===== src/rtl/nes_bus_pkg.sv =====
// rtl/nes_bus_pkg.sv - shared CPU bus constants and sprite DMA state type
package nes_bus_pkg;

   typedef enum logic [2:0] {IDLE, HALT, ALIGN, READ, WRITE} dma_state_t;

   // CPU write to this address starts a sprite DMA from page cpuDataOut
   localparam logic [15:0] DMA_REG_ADDR  = 16'h4014;
   // Every DMA write lands on OAMDATA
   localparam logic [15:0] OAM_DATA_ADDR = 16'h2004;
   // System clocks per CPU cycle
   localparam int          CPU_CLK_DIV   = 12;
   // Bytes per DMA; the 8-bit idx counter relies on this being 256
   localparam int          XFER_LEN      = 256;

endpackage


===== src/rtl/oam_dma_controller.sv =====
// rtl/oam_dma_controller.sv - CPU bus owner that halts the CPU for sprite DMA to OAMDATA
module oam_dma_controller
   import nes_bus_pkg::*;
(
   input  logic        clock,
   input  logic        reset,
   input  logic        cpuTick,
   input  logic [15:0] cpuAddress,
   input  logic [7:0]  cpuDataOut,
   input  logic        cpuRw,
   input  logic [7:0]  busDataIn,
   output logic [15:0] busAddress,
   output logic [7:0]  busDataOut,
   output logic        busRw,
   output logic        cpuHalt,
   output logic        dmaActive,
   output logic        dmaDone
);

   dma_state_t  state;
   dma_state_t  next_state;
   logic [7:0]  page;
   logic [7:0]  idx;
   logic [7:0]  latch;
   logic        parity;
   logic        halt_q;
   logic        done_q;
   logic        trigger;

   // A CPU write to the DMA register; only acted on while IDLE
   assign trigger = (cpuAddress == DMA_REG_ADDR) && !cpuRw;

   assign cpuHalt   = halt_q;
   assign dmaActive = halt_q;
   assign dmaDone   = done_q;

   // State, counters and parity advance only on CPU ticks; done is a single-clock pulse
   always_ff @(posedge clock) begin
      if (!reset) begin
         state  <= IDLE;
         page   <= 8'h00;
         idx    <= 8'h00;
         latch  <= 8'h00;
         parity <= 1'b0;
         halt_q <= 1'b0;
         done_q <= 1'b0;
      end else begin
         done_q <= 1'b0;
         if (cpuTick) begin
            state  <= next_state;
            parity <= ~parity;
            halt_q <= (next_state != IDLE);
            if (state == IDLE && trigger) begin
               page <= cpuDataOut;
               idx  <= 8'h00;
            end
            if (state == READ) begin
               latch <= busDataIn;
            end
            if (state == WRITE) begin
               // idx wraps FF->00 on the final write, leaving it clean for the next DMA
               idx <= idx + 8'h01;
               if (idx == 8'hFF) begin
                  done_q <= 1'b1;
               end
            end
         end
      end
   end

   // Next-state selection and bus steering; CPU passes through unless DMA owns the cycle
   always_comb begin
      next_state = state;
      busAddress = cpuAddress;
      busDataOut = cpuDataOut;
      busRw      = cpuRw;
      case (state)
         IDLE: begin
            if (trigger) begin
               next_state = HALT;
            end
         end
         HALT: begin
            busRw = 1'b1;
            // parity 0 here means the next cycle is odd, so burn one more to start READ even
            next_state = parity ? READ : ALIGN;
         end
         ALIGN: begin
            busRw      = 1'b1;
            next_state = READ;
         end
         READ: begin
            busAddress = {page, idx};
            busRw      = 1'b1;
            next_state = WRITE;
         end
         WRITE: begin
            busAddress = OAM_DATA_ADDR;
            busDataOut = latch;
            busRw      = 1'b0;
            next_state = (idx == 8'hFF) ? IDLE : READ;
         end
         default: begin
            next_state = IDLE;
         end
      endcase
   end

endmodule


===== config.mk =====
export PLATFORM = sky130hd
export DESIGN_NAME = oam_dma_controller
export DESIGN_NICKNAME = d
export VERILOG_FILES = /design/src/rtl/nes_bus_pkg.sv /design/src/rtl/oam_dma_controller.sv
export SDC_FILE = /design/constraint.sdc
export NUM_CORES = 1
export LEC_CHECK = 0
export CORE_ASPECT_RATIO = 1.25
export CORE_MARGIN = 8
export CORE_UTILIZATION = 39
export DETAILED_ROUTE_END_ITERATION = 8
export PLACE_DENSITY = 0.75
export REMOVE_ABC_BUFFERS = 1
export SLEW_MARGIN = 20
export SYNTH_ARGS = -nofsm -noshare
export SYNTH_HDL_FRONTEND = slang
export SYNTH_SLANG_ARGS = --single-unit

===== constraint.sdc =====
create_clock -name clock -period 1.4 [get_ports clock]
set_input_delay 0.28 -clock clock [delete_from_list [all_inputs] [get_ports clock]]
set_output_delay 0.28 -clock clock [all_outputs]
set_load 0.02 [all_outputs]

==> flow_metrics.py, run 1 <==
metrics = {
    "run_status": {
        "status": "finished, violations left",
        "failed_checks": "setup timing",
    },
    "sta": {
        "fin_worst_skew_ps": 12.22,
        "tightest_slew_ps": 279.2,
        "whs_ps": 455.6,
        "setup_viol": 44,
        "max_freq_mhz": 528.0,
        "timing.final.crit_period_ps": 1894,
        "timing_hold_violations_final": 0,
        "rsz0062_at_grt": "yes",
        "slew_viol_final": 0,
        "timing.slew.headroom_pct": 81.15,
        "worst_slack_ps": -494.0,
        "timing.final.crit_share_pct": 135.3,
    },
    "routing": {
        "dr.first_iter.drc_count": 108,
        "drc": 0,
        "viasPerCell": 5.345,
        "postRouteAntennaNets": 0,
        "route.final.wire_length_mm": 6.708,
        "detail_route.wl_per_cell_um": 18.23,
        "first_pass_iters": 5,
        "num_vias": 1967,
    },
    "floorplanning": {
        "die_w_um": 74.30,
        "die_h_um": 88.87,
        "coreArea_sq_um": 4099,
        "die_area_sq_um": 6602,
        "core.rowCount": 26,
        "ios": 64,
        "start_util_pct": 40.42,
    },
    "final_layout": {
        "fin_cells": 368,
        "num_antenna_cells": 0,
        "layout-drive-gt1-share_pct": 42.31,
        "fillers": 295,
        "multi_input_area_sq_um": 1155,
        "regArea_sq_um": 606.8,
        "area_delta_synth_final_pct": 89.43,
        "nNetsFinal": 348,
    },
    "clock_tree": {
        "max-clock-path-buffers": 2,
        "cts_hold_buf": 0,
        "clkSinkCount": 30,
        "h-tree-depth": 2,
        "cts_tree": "done",
        "clk_latency_ps": 290,
        "clockRootBuffer": "clkbuf_8",
        "clk_pin_slew_ps": 70,
        "numCtsBuffers": 5,
    },
    "critical_path": {
        "slowest_stage": "dfxtp_4",
        "worst-path-buf-inv": 3,
        "crit_path_frequent_cell": "buf_6",
        "critPathKind": "flop to primary output",
        "worst_path_dominant_cell_family": "buffers and inverters",
        "cp_slowest_stage_delay_ps": 350,
        "start_kind": "flop",
        "path_cells": "and3b_2, a21oi_4, buf_6, buf_6, a22o_1, buf_6",
        "crit_path_end_kind": "primary output",
        "crit_required_ps": 1120,
        "cp_max_fo": 5,
        "cp.arrival_ps": 1610,
    },
    "synth": {
        "syn_inst": 194,
        "synth.largest_area_cell": "dfxtp_1",
        "synth_seq_cells": 30,
        "yosysSeqAreaShare_pct": 36.25,
        "yosysWarnings": 0,
        "avgSynthCellArea_sq_um": 8.539,
        "synth_area_leaders": "dfxtp_1, nand2_1, a22o_1",
        "synth.top_cells.by_count": "nand2_1, dfxtp_1, a22o_1, a21boi_0",
        "synth_edf_count": 0,
        "synth_top_area_share_pct": 36.25,
        "synth.most_common_cell": "nand2_1",
        "ys.flop_type": "dfxtp_1",
        "yosysUniqueCellTypes": 43,
        "async_reset_ff_share_pct": 0,
        "syn_area_sq_um": 1657,
    },
    "pwr": {
        "power.total_mw": 2.029,
        "p_seq_share_pct": 42.3,
        "internal_power_mw": 1.483,
        "swShare_pct": 26.92,
        "p_leak_nw": 1.318,
        "clkPwrFrac_pct": 37.5,
        "switchingPower_mw": 0.5460,
        "p_per_area_nw_per_um2": 646.5,
        "vdd_drop_max_mv": 0.5447,
        "p_comb_share_pct": 20.2,
    },
    "placed_design": {
        "dp_slack_ps": -636.9,
        "place.gp.congestion": 0.8861,
        "dp_hpwl_mm": 4.248,
        "io_buffers": 63,
        "placedCellCount": 346,
    },
    "job": {
        "cap_violations": 0,
    },
    "global_routing": {
        "grt_pass1_wl_mm": 9.439,
        "grt_usage_pct": 18.75,
        "grt_antenna_before_repair": 0,
        "gr-total-overflow": 0,
        "grt_max_degree": 22,
        "grt_pass1_vias": 1954,
    },
    "min_path": {
        "hp-class": "flop to flop",
    },
}
[worst register-to-register path, stage by stage (launching register included)]
cell and delay [ps]:
dfxtp_4 350, buf_6 130, nor2_4 140, buf_6 110
buf_6 100, nand4_1 150, nor2_4 210, buf_12 150
mux2i_1 260
[repair_timing]
action                                  4_1_cts  5_1_grt
resized for setup                           175       48
gates cloned                                  1        1
hold endpoints to repair                      0        0
pin swaps                                    13       12
setup buffers                                 6        6
endpoints found under the setup margin       52       54
[layout by cell type, fill, tap and decap left out, types with 8 or more instances in the layout]
cell type,netlist,final
a22o_1,14,14
mux2_2,8,8
buf_6,0,34
a21boi_1,1,10
mux2i_1,8,8
buf_4,1,42
nand2_1,39,34
dlygate4sd2_1,0,12
clkdlybuf4s50_1,0,26
dfxtp_1,30,27
[stage by stage]
step	cell area [sq um]	utilization, %	TNS (ps)
global route	3138	76.56	-17090
CTS	2964	72.31	-13650
finish	3138	76.56	-14980
global placement	2671	65.17	-24720
detailed placement	2671	65.17	-25360
floorplan	1593	-	-10930
[per-layer routing]
layer	part of all wire, %	global-route usage, %	vias up	wire, um
met3	7.9	6.803	21	528
met1	36	18.57	932	2435
met2	53	34.78	81	3535
met5	0	0	-	0
li1	-	-	933	-
met4	3.1	6.250	0	208
[power groups by stage]
| stage | Sequential (mW) | Clock, mW | Combinational [mW] |
|---|---|---|---|
| floorplan | 0.883 | 0 | 0.112 |
| global placement | 0.880 | 0 | 0.380 |
| detailed placement | 0.880 | 0 | 0.384 |
| CTS | 0.860 | 0.746 | 0.399 |
| global route | 0.858 | 0.803 | 0.433 |
| finish | 0.858 | 0.760 | 0.410 |
[cells by family after synthesis]
| kind of cell | Yosys count | synth area share [%] |
|---|---|---|
| AOI/OAI and AO/OA | 43 | 19.56 |
| xor gates and xnor gates | 7 | 3.701 |
| adders and majority gates | 1 | 0.7552 |
| buffers and inverters | 16 | 4.306 |
| DFF | 30 | 36.25 |
| muxes | 16 | 10.27 |
| and+or+nand+nor | 81 | 25.15 |
[sequential cells by signal, indices dropped and copies added, names as in the netlist]
name / cells
idx: 8
parity: 1
cpuHalt: 1
page: 8
dmaDone: 1
latch: 8
state: 3
[worst paths after layout]
path | startpoint | slack [ps] | depth (start not counted) | endpoint
hold / removal | latch[1] | 460 | 2 | latch[1]
hold reg to reg | latch[1] | 460 | 2 | latch[1]
setup reg to reg | state[0] | -300 | 8 | page[3]
setup / recovery | state[0] | -490 | 6 | busAddress[10]
[area by class of cell]
class | count | area share, %
well taps | 56 | 2.233
inverters | 2 | 0.2392
flip-flops and latches | 30 | 19.34
clock inverters | 2 | 0.3987
repair buffers | 124 | 38.36
multi-input cells | 148 | 36.80
clock buffers | 6 | 2.632
Power figures use the tool's default switching activity.
==> run 2, diff against run 1 <==
--- a/config.mk
+++ b/config.mk
@@ -7,9 +7,10 @@
 export LEC_CHECK = 0
 export CORE_ASPECT_RATIO = 1.25
 export CORE_MARGIN = 8
-export CORE_UTILIZATION = 39
+export CORE_UTILIZATION = 50
 export DETAILED_ROUTE_END_ITERATION = 8
-export PLACE_DENSITY = 0.75
+export DONT_BUFFER_PORTS = 1
+export PLACE_DENSITY = 0.68
 export REMOVE_ABC_BUFFERS = 1
 export SLEW_MARGIN = 20
 export SYNTH_ARGS = -nofsm -noshare
==> flow_metrics.py, run 2 (same netlist as run 1, synthesis figures left out) <==
metrics = {
    "run_status": {
        "status": "finished, violations left",
        "failed_checks": "setup timing",
    },
    "final_layout": {
        "nNetsFinal": 251,
        "final_common_cell": "nand2_1",
        "area_delta_synth_final_pct": 32.25,
        "final_cell_mix": "nand2_1, dfxtp_1, buf_4",
        "layout-drive-gt1-share_pct": 33.80,
        "reg_top3": "idx x8, latch x8, page x8",
        "num_antenna_cells": 0,
        "fin_cells": 250,
        "fillers": 238,
    },
    "global_routing": {
        "grt_antenna_before_repair": 0,
        "grt_pass1_vias": 1596,
        "grt_usage_pct": 18.55,
        "grt_max_degree": 36,
        "grt_pass1_wl_mm": 7.638,
        "gr-total-overflow": 0,
    },
    "routing": {
        "postRouteAntennaNets": 0,
        "num_vias": 1557,
        "drc": 0,
        "first_pass_iters": 5,
        "detail_route.wl_per_cell_um": 19.91,
        "route.final.wire_length_mm": 4.978,
        "viasPerCell": 6.228,
        "dr.first_iter.drc_count": 80,
    },
    "clock_tree": {
        "clk_latency_ps": 280,
        "max-clock-path-buffers": 2,
        "clk_pin_slew_ps": 60,
        "cts_hold_buf": 0,
        "clkSinkCount": 30,
        "clockRootBuffer": "clkbuf_8",
        "numCtsBuffers": 5,
        "cts_tree": "done",
        "h-tree-depth": 2,
    },
    "sta": {
        "worst_slack_ps": -394.3,
        "max_freq_mhz": 557.3,
        "timing_hold_violations_final": 0,
        "fin_worst_skew_ps": 4.412,
        "timing.slew.headroom_pct": 72.12,
        "timing.final.crit_share_pct": 128.2,
        "slew_viol_final": 0,
        "tightest_slew_ps": 417.6,
        "tns_ps": -12390,
        "timing.final.crit_period_ps": 1794,
        "rsz0062_at_grt": "yes",
        "setup_viol": 52,
    },
    "floorplanning": {
        "die_h_um": 80.36,
        "start_util_pct": 51.86,
        "ios": 64,
        "die_area_sq_um": 5423,
        "core.rowCount": 23,
        "die_w_um": 67.49,
        "coreArea_sq_um": 3194,
    },
    "pwr": {
        "internal_power_mw": 1.312,
        "switchingPower_mw": 0.3884,
        "swShare_pct": 22.85,
        "p_leak_nw": 0.8494,
        "power.total_mw": 1.700,
        "p_per_area_nw_per_um2": 775.9,
        "clkPwrFrac_pct": 39.9,
        "p_comb_share_pct": 9.2,
        "vdd_drop_max_mv": 0.6756,
        "p_seq_share_pct": 50.9,
    },
    "critical_path": {
        "crit_path_end_kind": "primary output",
        "crit_required_ps": 1120,
        "cp.arrival_ps": 1510,
        "start_kind": "flop",
        "cp_max_fo": 6,
        "critPathKind": "flop to primary output",
    },
    "placed_design": {
        "dp_hpwl_mm": 3.563,
        "placedCellCount": 240,
        "place.gp.congestion": 0.9119,
        "io_buffers": 0,
    },
    "job": {
        "cap_violations": 0,
    },
    "min_path": {
        "hp-class": "input port to flop",
    },
}
## run 2: cell types whose count changed in the layout (fill, tap and decap cells not counted), sizes merged
cell / change
clkbuf: -2
buf: -57
clkdlybuf4s50: -26
clkinv: -1
clkinvlp: -1
dlygate4sd2: -12
## run 2: power groups by stage
| stage | combinational, mW | sequential (mW) | clock [mW] |
|---|---|---|---|
| detailed placement | 0.128 | 0.884 | 0 |
| floorplan | 0.112 | 0.883 | 0 |
| CTS | 0.157 | 0.865 | 0.694 |
| global placement | 0.128 | 0.884 | 0 |
| global route | 0.164 | 0.865 | 0.734 |
| finish | 0.156 | 0.865 | 0.679 |
## run 2: worst max-delay path: stages (launching register included)
cell,delay [ps]
dfxtp_2,340
buf_6,130
and3b_2,250
a21oi_4,180
buf_6,170
a22o_4,160
## run 2: routing by layer
metal	global-route usage, %	vias to the layer above	routed length (um)
met2	31.24	68	2559
met4	11.11	0	136
li1	-	735	-
met5	0	-	0
met3	7.232	17	405
met1	18.64	737	1876
## run 2: what timing repair did
| item | CTS | global route |
|---|---|---|
| setup buffers | 1 | 4 |
| resized for setup | 55 | 7 |
| endpoints found under the setup margin | 52 | 53 |
| pin swaps | 7 | 7 |
## run 2: per-stage QoR
step	utilization [%]	instance area [sq um]	setup WS (ps)	hold slack (ps)
final	68.59	2191	-394.3	127.0
after global routing	68.59	2191	-441.8	116.5
after CTS	67.29	2150	-395.4	126.1
after detailed placement	57.11	1824	-186.2	411.9
after global placement	57.11	1824	-151.5	409.1
after floorplan	-	1593	-469.9	401.7
## run 2: final timing paths
| path | start | endpoint | slack [ps] | depth (start not counted) |
|---|---|---|---|---|
| hold / removal | reset | parity | 130 | 1 |
| setup reg to reg | state[0] | page[1] | -190 | 7 |
| hold reg to reg | latch[5] | latch[5] | 460 | 2 |
| setup / recovery | state[1] | busAddress[12] | -390 | 5 |
## run 2: cell type report
cell class	count	area (sq um)	area share, %
Timing Repair Buffer	27	249.0	11.36
Sequential cell	30	604.3	27.58
Tap cell	37	46.29	2.113
Inverter	2	7.507	0.3427
Clock buffer	6	82.58	3.769
Multi-Input combinational cell	148	1201	54.83
==> run 3, diff against run 2 <==
--- a/config.mk
+++ b/config.mk
@@ -5,6 +5,7 @@
 export SDC_FILE = /design/constraint.sdc
 export NUM_CORES = 1
 export LEC_CHECK = 0
+export CAP_MARGIN = 20
 export CORE_ASPECT_RATIO = 1.25
 export CORE_MARGIN = 8
 export CORE_UTILIZATION = 50
==> results of run 3 <==
Final layout, timing and power as in run 2 (identical DEF).
